**src/rtl/arcade_input_mapper.sv**
```systemverilog
// arcade_input_mapper
//   Player-input front end for arcade cores. Merges MiSTer PS/2 keyboard events
//   and up to two joysticks into per-player arcade button words. It also applies
//   a screen-orientation remap to the directions and turns coin requests into
//   fixed-length pulses.
//
// Ports
//   clk        : system clock
//   RESET_N    : asynchronous active-low reset
//   ce_in      : coin-timer tick enable
//   ps2_key    : [10] event toggle, [9] pressed, [8] extended, [7:0] scancode
//   joystick_0 : P1 joystick [0]R [1]L [2]D [3]U [4]fire1 [5]fire2 [6]start [7]coin
//   joystick_1 : P2 joystick, same layout (ORed into P1 when NPLAYERS == 1)
//   orient     : 0 none, 1 rotate CW, 2 rotate 180, 3 rotate CCW
//   kbd_clear  : synchronous release of every keyboard latch
//   btn_out    : per player p at [8p+7:8p]
//                [0]up [1]down [2]left [3]right [4]fire1 [5]fire2 [6]start [7]coin
module arcade_input_mapper #(
    parameter int NPLAYERS   = 2,
    parameter int COIN_LEN   = 8,
    parameter int AUTO_COIN  = 1,
    parameter int ACTIVE_LOW = 1
) (
    input  logic                  clk,
    input  logic                  RESET_N,
    input  logic                  ce_in,
    input  logic [10:0]           ps2_key,
    input  logic [15:0]           joystick_0,
    input  logic [15:0]           joystick_1,
    input  logic [1:0]            orient,
    input  logic                  kbd_clear,
    output logic [NPLAYERS*8-1:0] btn_out
);

    typedef enum logic [1:0] {
        ST_IDLE  = 2'd0,
        ST_PULSE = 2'd1,
        ST_HOLD  = 2'd2
    } coin_st_e;

    localparam logic [7:0] IDLE_LVL   = (ACTIVE_LOW != 0) ? 8'hFF : 8'h00;
    localparam logic [7:0] COIN_LEN_C = 8'(COIN_LEN);

    // {ext,code} -> {valid, player, button index}
    function automatic logic [4:0] decode_key(input logic [8:0] k);
        case (k)
            9'h175:  decode_key = {1'b1, 1'b0, 3'd0};
            9'h172:  decode_key = {1'b1, 1'b0, 3'd1};
            9'h16B:  decode_key = {1'b1, 1'b0, 3'd2};
            9'h174:  decode_key = {1'b1, 1'b0, 3'd3};
            9'h014:  decode_key = {1'b1, 1'b0, 3'd4};
            9'h029:  decode_key = {1'b1, 1'b0, 3'd4};
            9'h011:  decode_key = {1'b1, 1'b0, 3'd5};
            9'h005:  decode_key = {1'b1, 1'b0, 3'd6};
            9'h02E:  decode_key = {1'b1, 1'b0, 3'd7};
            9'h02D:  decode_key = {1'b1, 1'b1, 3'd0};
            9'h02B:  decode_key = {1'b1, 1'b1, 3'd1};
            9'h023:  decode_key = {1'b1, 1'b1, 3'd2};
            9'h034:  decode_key = {1'b1, 1'b1, 3'd3};
            9'h01C:  decode_key = {1'b1, 1'b1, 3'd4};
            9'h01B:  decode_key = {1'b1, 1'b1, 3'd5};
            9'h006:  decode_key = {1'b1, 1'b1, 3'd6};
            9'h036:  decode_key = {1'b1, 1'b1, 3'd7};
            default: decode_key = 5'd0;
        endcase
    endfunction

    logic                     primed_q, primed_d;
    logic                     old_toggle_q, old_toggle_d;
    logic [NPLAYERS-1:0][7:0] kbd_q, kbd_d;
    logic [4:0]               dec_s;
    logic                     event_s;
    logic                     unused_s;

    // Upper joystick bits carry no arcade function.
    assign unused_s = ^{joystick_0[15:8], joystick_1[15:8]};

    assign dec_s   = decode_key(ps2_key[8:0]);
    // The first cycle after reset only captures the toggle level, so a stale
    // toggle value is never mistaken for a fresh event.
    assign event_s = primed_q && (ps2_key[10] != old_toggle_q);

    // Keyboard event detection and key latch update
    always_comb begin
        primed_d     = 1'b1;
        old_toggle_d = ps2_key[10];
        kbd_d        = kbd_q;
        if (kbd_clear) begin
            kbd_d = '0;
        end else if (event_s && dec_s[4]) begin
            for (int p = 0; p < NPLAYERS; p++) begin
                if (dec_s[3] == 1'(p)) begin
                    kbd_d[p][dec_s[2:0]] = ps2_key[9];
                end else begin
                    kbd_d[p] = kbd_q[p];
                end
            end
        end else begin
            kbd_d = kbd_q;
        end
    end

    // Keyboard state registers
    always_ff @(posedge clk or negedge RESET_N) begin
        if (!RESET_N) begin
            primed_q     <= 1'b0;
            old_toggle_q <= 1'b0;
            kbd_q        <= '0;
        end else begin
            primed_q     <= primed_d;
            old_toggle_q <= old_toggle_d;
            kbd_q        <= kbd_d;
        end
    end

    for (genvar p = 0; p < NPLAYERS; p++) begin : g_player
        logic [15:0] js_s;
        logic [7:0]  joy_s;
        logic [7:0]  raw_s;
        logic [3:0]  dir_s;
        logic        creq_s;
        logic        coin_s;
        coin_st_e    state_q, state_d;
        logic [7:0]  cnt_q, cnt_d;
        logic        creq_d_q;
        logic [7:0]  btn_q, btn_d;

        if (p == 0) begin : g_js0
            assign js_s = joystick_0 | ((NPLAYERS == 1) ? joystick_1 : 16'h0000);
        end else begin : g_js1
            assign js_s = joystick_1;
        end

        // Reorder joystick R,L,D,U into the button-word U,D,L,R order.
        assign joy_s  = {js_s[7], js_s[6], js_s[5], js_s[4],
                         js_s[0], js_s[1], js_s[2], js_s[3]};
        assign raw_s  = kbd_q[p] | joy_s;
        assign creq_s = raw_s[7] | ((AUTO_COIN != 0) && raw_s[6]);
        assign coin_s = (state_q == ST_PULSE);

        // Orientation remap; dir_s is {right, left, down, up}
        always_comb begin
            dir_s = raw_s[3:0];
            case (orient)
                2'd0:    dir_s = raw_s[3:0];
                2'd1:    dir_s = {raw_s[0], raw_s[1], raw_s[3], raw_s[2]};
                2'd2:    dir_s = {raw_s[2], raw_s[3], raw_s[0], raw_s[1]};
                2'd3:    dir_s = {raw_s[1], raw_s[0], raw_s[2], raw_s[3]};
                default: dir_s = raw_s[3:0];
            endcase
        end

        // Coin pulse FSM next state; only a fresh request starts a pulse
        always_comb begin
            state_d = state_q;
            cnt_d   = cnt_q;
            case (state_q)
                ST_IDLE: begin
                    if (creq_s && !creq_d_q) begin
                        state_d = ST_PULSE;
                        cnt_d   = COIN_LEN_C;
                    end else begin
                        state_d = ST_IDLE;
                    end
                end
                ST_PULSE: begin
                    if (ce_in) begin
                        if (cnt_q <= 8'd1) begin
                            cnt_d   = 8'd0;
                            state_d = creq_s ? ST_HOLD : ST_IDLE;
                        end else begin
                            cnt_d = cnt_q - 8'd1;
                        end
                    end else begin
                        cnt_d = cnt_q;
                    end
                end
                ST_HOLD: begin
                    if (!creq_s) begin
                        state_d = ST_IDLE;
                    end else begin
                        state_d = ST_HOLD;
                    end
                end
                default: begin
                    state_d = ST_IDLE;
                    cnt_d   = 8'd0;
                end
            endcase
        end

        assign btn_d = {coin_s, raw_s[6:4], dir_s} ^ IDLE_LVL;

        // Coin FSM, request history and output registers
        always_ff @(posedge clk or negedge RESET_N) begin
            if (!RESET_N) begin
                state_q  <= ST_IDLE;
                cnt_q    <= 8'd0;
                creq_d_q <= 1'b0;
                btn_q    <= IDLE_LVL;
            end else begin
                state_q  <= state_d;
                cnt_q    <= cnt_d;
                creq_d_q <= creq_s;
                btn_q    <= btn_d;
            end
        end

        assign btn_out[8*p +: 8] = btn_q;
    end

endmodule
```
**config.mk**
```make
export PLATFORM = sky130hd
export DESIGN_NAME = arcade_input_mapper
export DESIGN_NICKNAME = d
export VERILOG_FILES = /design/src/rtl/arcade_input_mapper.sv
export SDC_FILE = /design/constraint.sdc
export NUM_CORES = 1
export LEC_CHECK = 0
export BUFFER_PORTS_ARGS = -buffer_cell sky130_fd_sc_hd__buf_2
export CAP_MARGIN = 20
export CORE_MARGIN = 4
export CORE_UTILIZATION = 55
export DETAILED_ROUTE_END_ITERATION = 8
export PLACE_DENSITY = 0.8
export SETUP_SLACK_MARGIN = 0.4
export SYNTH_ARGS = -nofsm -noshare
export SYNTH_HDL_FRONTEND = slang
export SYNTH_SLANG_ARGS = --single-unit
```
**constraint.sdc**
```tcl
create_clock -name clk -period 2.5 [get_ports clk]
set_input_delay 0.125 -clock clk [delete_from_list [all_inputs] [get_ports clk]]
set_output_delay 0.125 -clock clk [all_outputs]
set_load 0.05 [all_outputs]
```
======== Word-level counts from Yosys, hierarchy flattened ========
Index checks and enable logic that the tools add are counted.
storage, ports and cells
  register bits after elaboration ......... 56
  bits of input ports ..................... 49
  output and inout bits ................... 16
  word-level logic and storage cells ...... 106
cells by class
  add/subtract/negate cells ............... 2
  magnitude comparators ................... 4
  eq/ne operators ......................... 32
  multiplexer cells ....................... 29
  bitwise gates (word level) .............. 8
  reductions and logical operators ........ 19
operator list
  operator                                                     count
  case mux 5 bit (16 select lines)                             1
  2-to-1 mux 8 bit                                             8
  == test 9 x 6 -> 1 bit (second input constant)               7
  case mux 8 bit (3 select lines)                              2
  == test 9 x 5 -> 1 bit (second input constant)               4
  == test 9 bit (second input constant)                        4
  2-to-1 mux 16 bit                                            2
  case mux 4 bit (4 select lines)                              2
  == test 9 x 3 -> 1 bit (second input constant)               2
  bitwise mux 8 bit                                            2
  <= comparator 8 x 1 -> 1 bit (second input constant)         2
  NOT 8 bit                                                    2
  bitwise OR 8 bit                                             2
  subtractor 8 x 1 -> 8 bit (second input constant)            2
  2-to-1 mux 2 bit                                             6
  case mux 2 bit (3 select lines)                              2
  != test 2 bit (second input constant)                        5
  == test 2 bit (second input constant)                        4
  AND reduction 2 bit                                          4
  == test 2 x 1 -> 1 bit (second input constant)               3
  logical NOT 2 bit                                            3
  AND reduction 3 bit                                          2
  logical AND 1 bit                                            5
  less-than comparator 3 x 4 -> 1 bit (second input constant)  1
  other kinds (10)                                             17

======== Depth between registers and ports, before layout ========
  depth in word-level cells ............... 11
  depth in mapped cells ................... 9
  depth with buffers taken out ............ 8

======== Least setup slack after synthesis ========
No wires, ideal clock.
  kind .................................... reg-to-reg
  start point ............................. register g_player[1].cnt_q[4]
  end point ............................... register g_player[1].cnt_q[5]
  library setup time ...................... 129 ps
  arrival time ............................ 1,668 ps
  required time ........................... 2,371 ps
  path slack .............................. 703 ps
  stages on the path, launching flop included .. 6
  path buffers ............................ 1
  period minus slack after synthesis ...... 1,797 ps
  cells stage by stage .................... dfrtp_1 -> or3_1 -> o31ai_2 -> or2_2 -> clkbuf_1 -> o41ai_1
on the way
  word-level cells in the longest chain between the ends .. 4
  elaborated cells between the ends (all ways) .. 5
  those cells by class .................... add/sub: 1; order compare: 1; mux: 3
RTL lines
  item                                                                       line      text
  start: declaration                                                         124       logic [7:0] cnt_q, cnt_d;
  start signal: assignment                                                   203       cnt_q <= cnt_d;
  subtractor 8 x 1 -> 8 bit or <= comparator 8 x 1 -> 1 bit (tied branches)  172, 168
  2-to-1 mux 8 bit *                                                         168       if (cnt_q <= 8'd1) begin
  2-to-1 mux 8 bit *                                                         167       if (ce_in) begin
  case mux 8 bit (3 select lines) *                                          157       case (state_q)
Mark *: on every way between the ends. The rest lies on a longest branch, timed or not. The select of a mux whose other input is x is not followed.
A chain may end at the register's enable or synchronous reset.

======== Worst setup path after layout ========
  start point ............................. register g_player[0].state_q[1]
  end point ............................... register g_player[0].cnt_q[5]
on the way
  word-level cells in the longest chain between the ends .. 3
  elaborated cells between the ends (all ways) .. 8
  those cells by class .................... eq/ne: 4; mux: 1; bitwise: 1; reduce/logical: 2
RTL lines
  item                                                  line  text
  start: declaration                                    123   coin_st_e state_q, state_d;
  start signal: assignment                              202   state_q <= state_d;
  == test 2 x 1 -> 1 bit, or another cell as far along  157
  != test 2 bit (no line) or NOT 1 bit (tied branches)  n/a
  AND reduction 3 bit (no line)                         n/a
  end signal: assignment                                203
  end: declaration                                      124
Parallel ways exist; a longest one is shown, timed or not.

==> results.cfg <==
[outcome]
status = complete, no violations

[global_route]
grt_usage_pct = 19.2
grt_pass1_wl_um = 11500
antenna_found_initial = 0
grt_max_degree = 57
grt-ovfl-total = 0
grt_pass1_vias = 2619

[cts]
clk_pin_slew_ns = 0.10
clockBufferDepth = 2
numClockSinks = 56
clk_latency_ns = 0.31
htree_num_levels = 2
root_buffer = clkbuf_8
cts_tree = built
cts_made_buffers = 5

[route]
drtPass1Iterations = 4
ant_nets = 0
drt_iter0_drc = 147
wl_per_cell_um = 14.2
drt-total-wl_um = 6790
route.detailed.drc = 0
viasPerCell = 5.70
vias = 2736

[hold_path]
min_path_type = in2reg

[synth]
yosys_warnings = 0
synth_edf_count = 0
synth_top_area_share_pct = 30.2
syn_area_um2 = 3310
synth_ff_type = dfrtp_1
synth_cell_types = 59
async_reset_ff_share_pct = 100
synth_nets = 412
postSynthCellCount = 351
synth_area_leader_cell = dfrtp_1
synth_seq_area_share_pct = 42.9
ys_ff_latch = 56
synth_area_per_cell_um2 = 9.43
synth_area_leaders = dfrtp_1, dfstp_2, mux2i_1

[layout]
final_util_pct = 67.6
design_area_um2 = 3840
layout_commonest_cell = buf_2
syn2layout_area_growth_pct = 16.0
drive_gt1_share_pct = 23.3
nNetsFinal = 468
diodes = 0
fillers = 452
final_cell_mix = buf_2, dfrtp_1, nor2_1

[die]
io_pins = 65
fp.dieH_um = 85.6
die_w_um = 85.6
initial_core_util_pct = 58.3
die_area_um2 = 7320
row_count = 27
core_um2 = 5680

[placed_design]
port_buffers = 48
dpl_cell_area_um2 = 3580
routabilityCongestion = 0.777
hpwl_um = 4930
place_ws_ns = 0.423

[power_and_ir_drop]
p_total_mw = 2.85
p_clk_share_pct = 22.5
powerDensity_nw_per_um2 = 744
sequentialPowerShare_pct = 40.9
p_sw_mw = 1.05
pwr-share-comb_pct = 36.6
swShare_pct = 36.9
p_int_mw = 1.80
p_leak_nw = 1.76
peakVddDrop_mv = 0.479

[sta]
skew_ns = 0.0138
finalCritPeriodShare_pct = 75.4
tns_ns = 0
rsz0062_at_grt = no
max_freq_ghz = 0.530
fin_ws_ns = 0.614
finalCriticalPeriod_ns = 1.89
setup_viol = 0
worst_pin_slew_ns = 0.669
slew_headroom_pct = 55.4
finalMaxSlewViolations = 0
hold_viol = 0

[job]
cap_violations = 0

[setup_path]
cp_data_required_time_ns = 2.69
worst-path-max-fanout = 11
cp.arrival_ns = 2.07
critPathLaunchType = flip-flop
cp-end-kind = flip-flop
r2r_slack_ns = 0.61
criticalPathCategory = reg2reg
state kept, by name, indices dropped and copies added, names as in the netlist:
| register | flops |
|---|---|
| g_player.btn_q | 16 |
| g_player.cnt_q | 16 |
| old_toggle_q | 1 |
| primed_q | 1 |
| g_player.state_q | 4 |
| g_player.creq_d_q | 2 |
| kbd_q | 16 |
power by group through the flow:
stage	sequential, mW	clock (mW)	combinational [mW]
floorplan	1.25	0	0.637
global placement	1.17	0	0.916
detailed placement	1.18	0	0.950
CTS	1.16	0.661	0.965
global route	1.19	0.710	1.20
finish	1.17	0.643	1.04
cell families (layout without fill, tap and decap cells):
group / Yosys count / in the layout / share of synthesized area [%]
other: 1 / 1 / 0.113
AO/OA/AOI/OAI: 80 / 80 / 15.8
adder cells (fa/ha/maj): 12 / 12 / 4.54
XOR/XNOR: 4 / 4 / 1.06
AND/OR/NAND/NOR: 142 / 142 / 24.2
buffers and inverters: 33 / 90 / 4.39
flip-flops: 56 / 56 / 42.9
multiplexers: 23 / 23 / 6.96
synthesized netlist by cell type (2+ instances only):
library cell  instances
nand3_1              11
o31ai_1               3
buf_2                 4
clkbuf_1              7
or4_1                 2
ha_1                 12
and4bb_2              2
o31ai_2               2
a21o_1                2
nor4bb_1              2
buf_6                 2
mux2i_1              23
nand4_1               5
a21oi_1              20
nor2b_1               2
nor4_1                2
a211oi_1              3
o21a_1                3
nor2_1               35
nand3b_1              6
or3_1                 7
xor2_1                3
o211ai_1              2
nor4b_1               2
nand2_1              21
o21ai_0              30
nor3_1               14
dfstp_2              16
dfrtp_1              40
o41ai_1               6
nand2b_1             17
inv_1                18
metal layers:
metal  vias to the layer above  GRT usage (%)  wire length [µm]
li1                       1367              -                 -
met1                      1299           25.1              3120
met2                        58           32.0              3270
met3                        12           4.13               290
met4                         0           6.04               111
met5                         -              0                 0
stage by stage:
| step | hold slack, ns | cells |
|---|---|---|
| 3_3_place_gp | 0.242 | 459 |
| 3_5_place_dp | 0.243 | 459 |
| 5_1_grt | 0.0288 | 480 |
| 4_1_cts | 0.0186 | 475 |
| 6_report | 0.0303 | 480 |
| 2_1_floorplan | -0.171 | 351 |
final timing paths:
kind | startpoint | end | depth (start not counted)
max | g_player[0].state_q[1] | g_player[0].cnt_q[5] | 8
min | joystick_1[7] | g_player[1].creq_d_q | 3
max reg2reg | g_player[0].state_q[1] | g_player[0].cnt_q[5] | 8
min reg2reg | kbd_q[13] | g_player[1].btn_q[5] | 1
max in group asynchronous | RESET_N | kbd_q[11] | 3
min in group asynchronous | RESET_N | g_player[1].cnt_q[4] | 3
worst max-delay path, stage by stage, from the launching register on:
cell and delay (ns):
dfrtp_1 0.38, inv_1 0.08, ha_1 0.21, inv_1 0.11
nor2_1 0.08, nor3_1 0.14, buf_4 0.19, nand2_1 0.15
o41ai_1 0.43
final cells by class:
cell class | count | area (µm²) | share of cell area (%)
flip-flops and latches | 56 | 1420 | 37.0
clock inverters | 1 | 30.0 | 0.783
clock buffers | 7 | 96.3 | 2.51
repair buffers | 64 | 380 | 9.91
multi-input cells | 262 | 1750 | 45.6
inverters | 18 | 67.6 | 1.76
well taps | 72 | 90.1 | 2.35
what timing repair did:
action / 4_1_cts / 5_1_grt
endpoints found under the setup margin: 0 / 10
resized for setup: 0 / 2
endpoints found under the hold margin: 47 / 0
hold buffers: 8 / 0
setup buffers: 0 / 5
(Power assumes the default switching activity.)
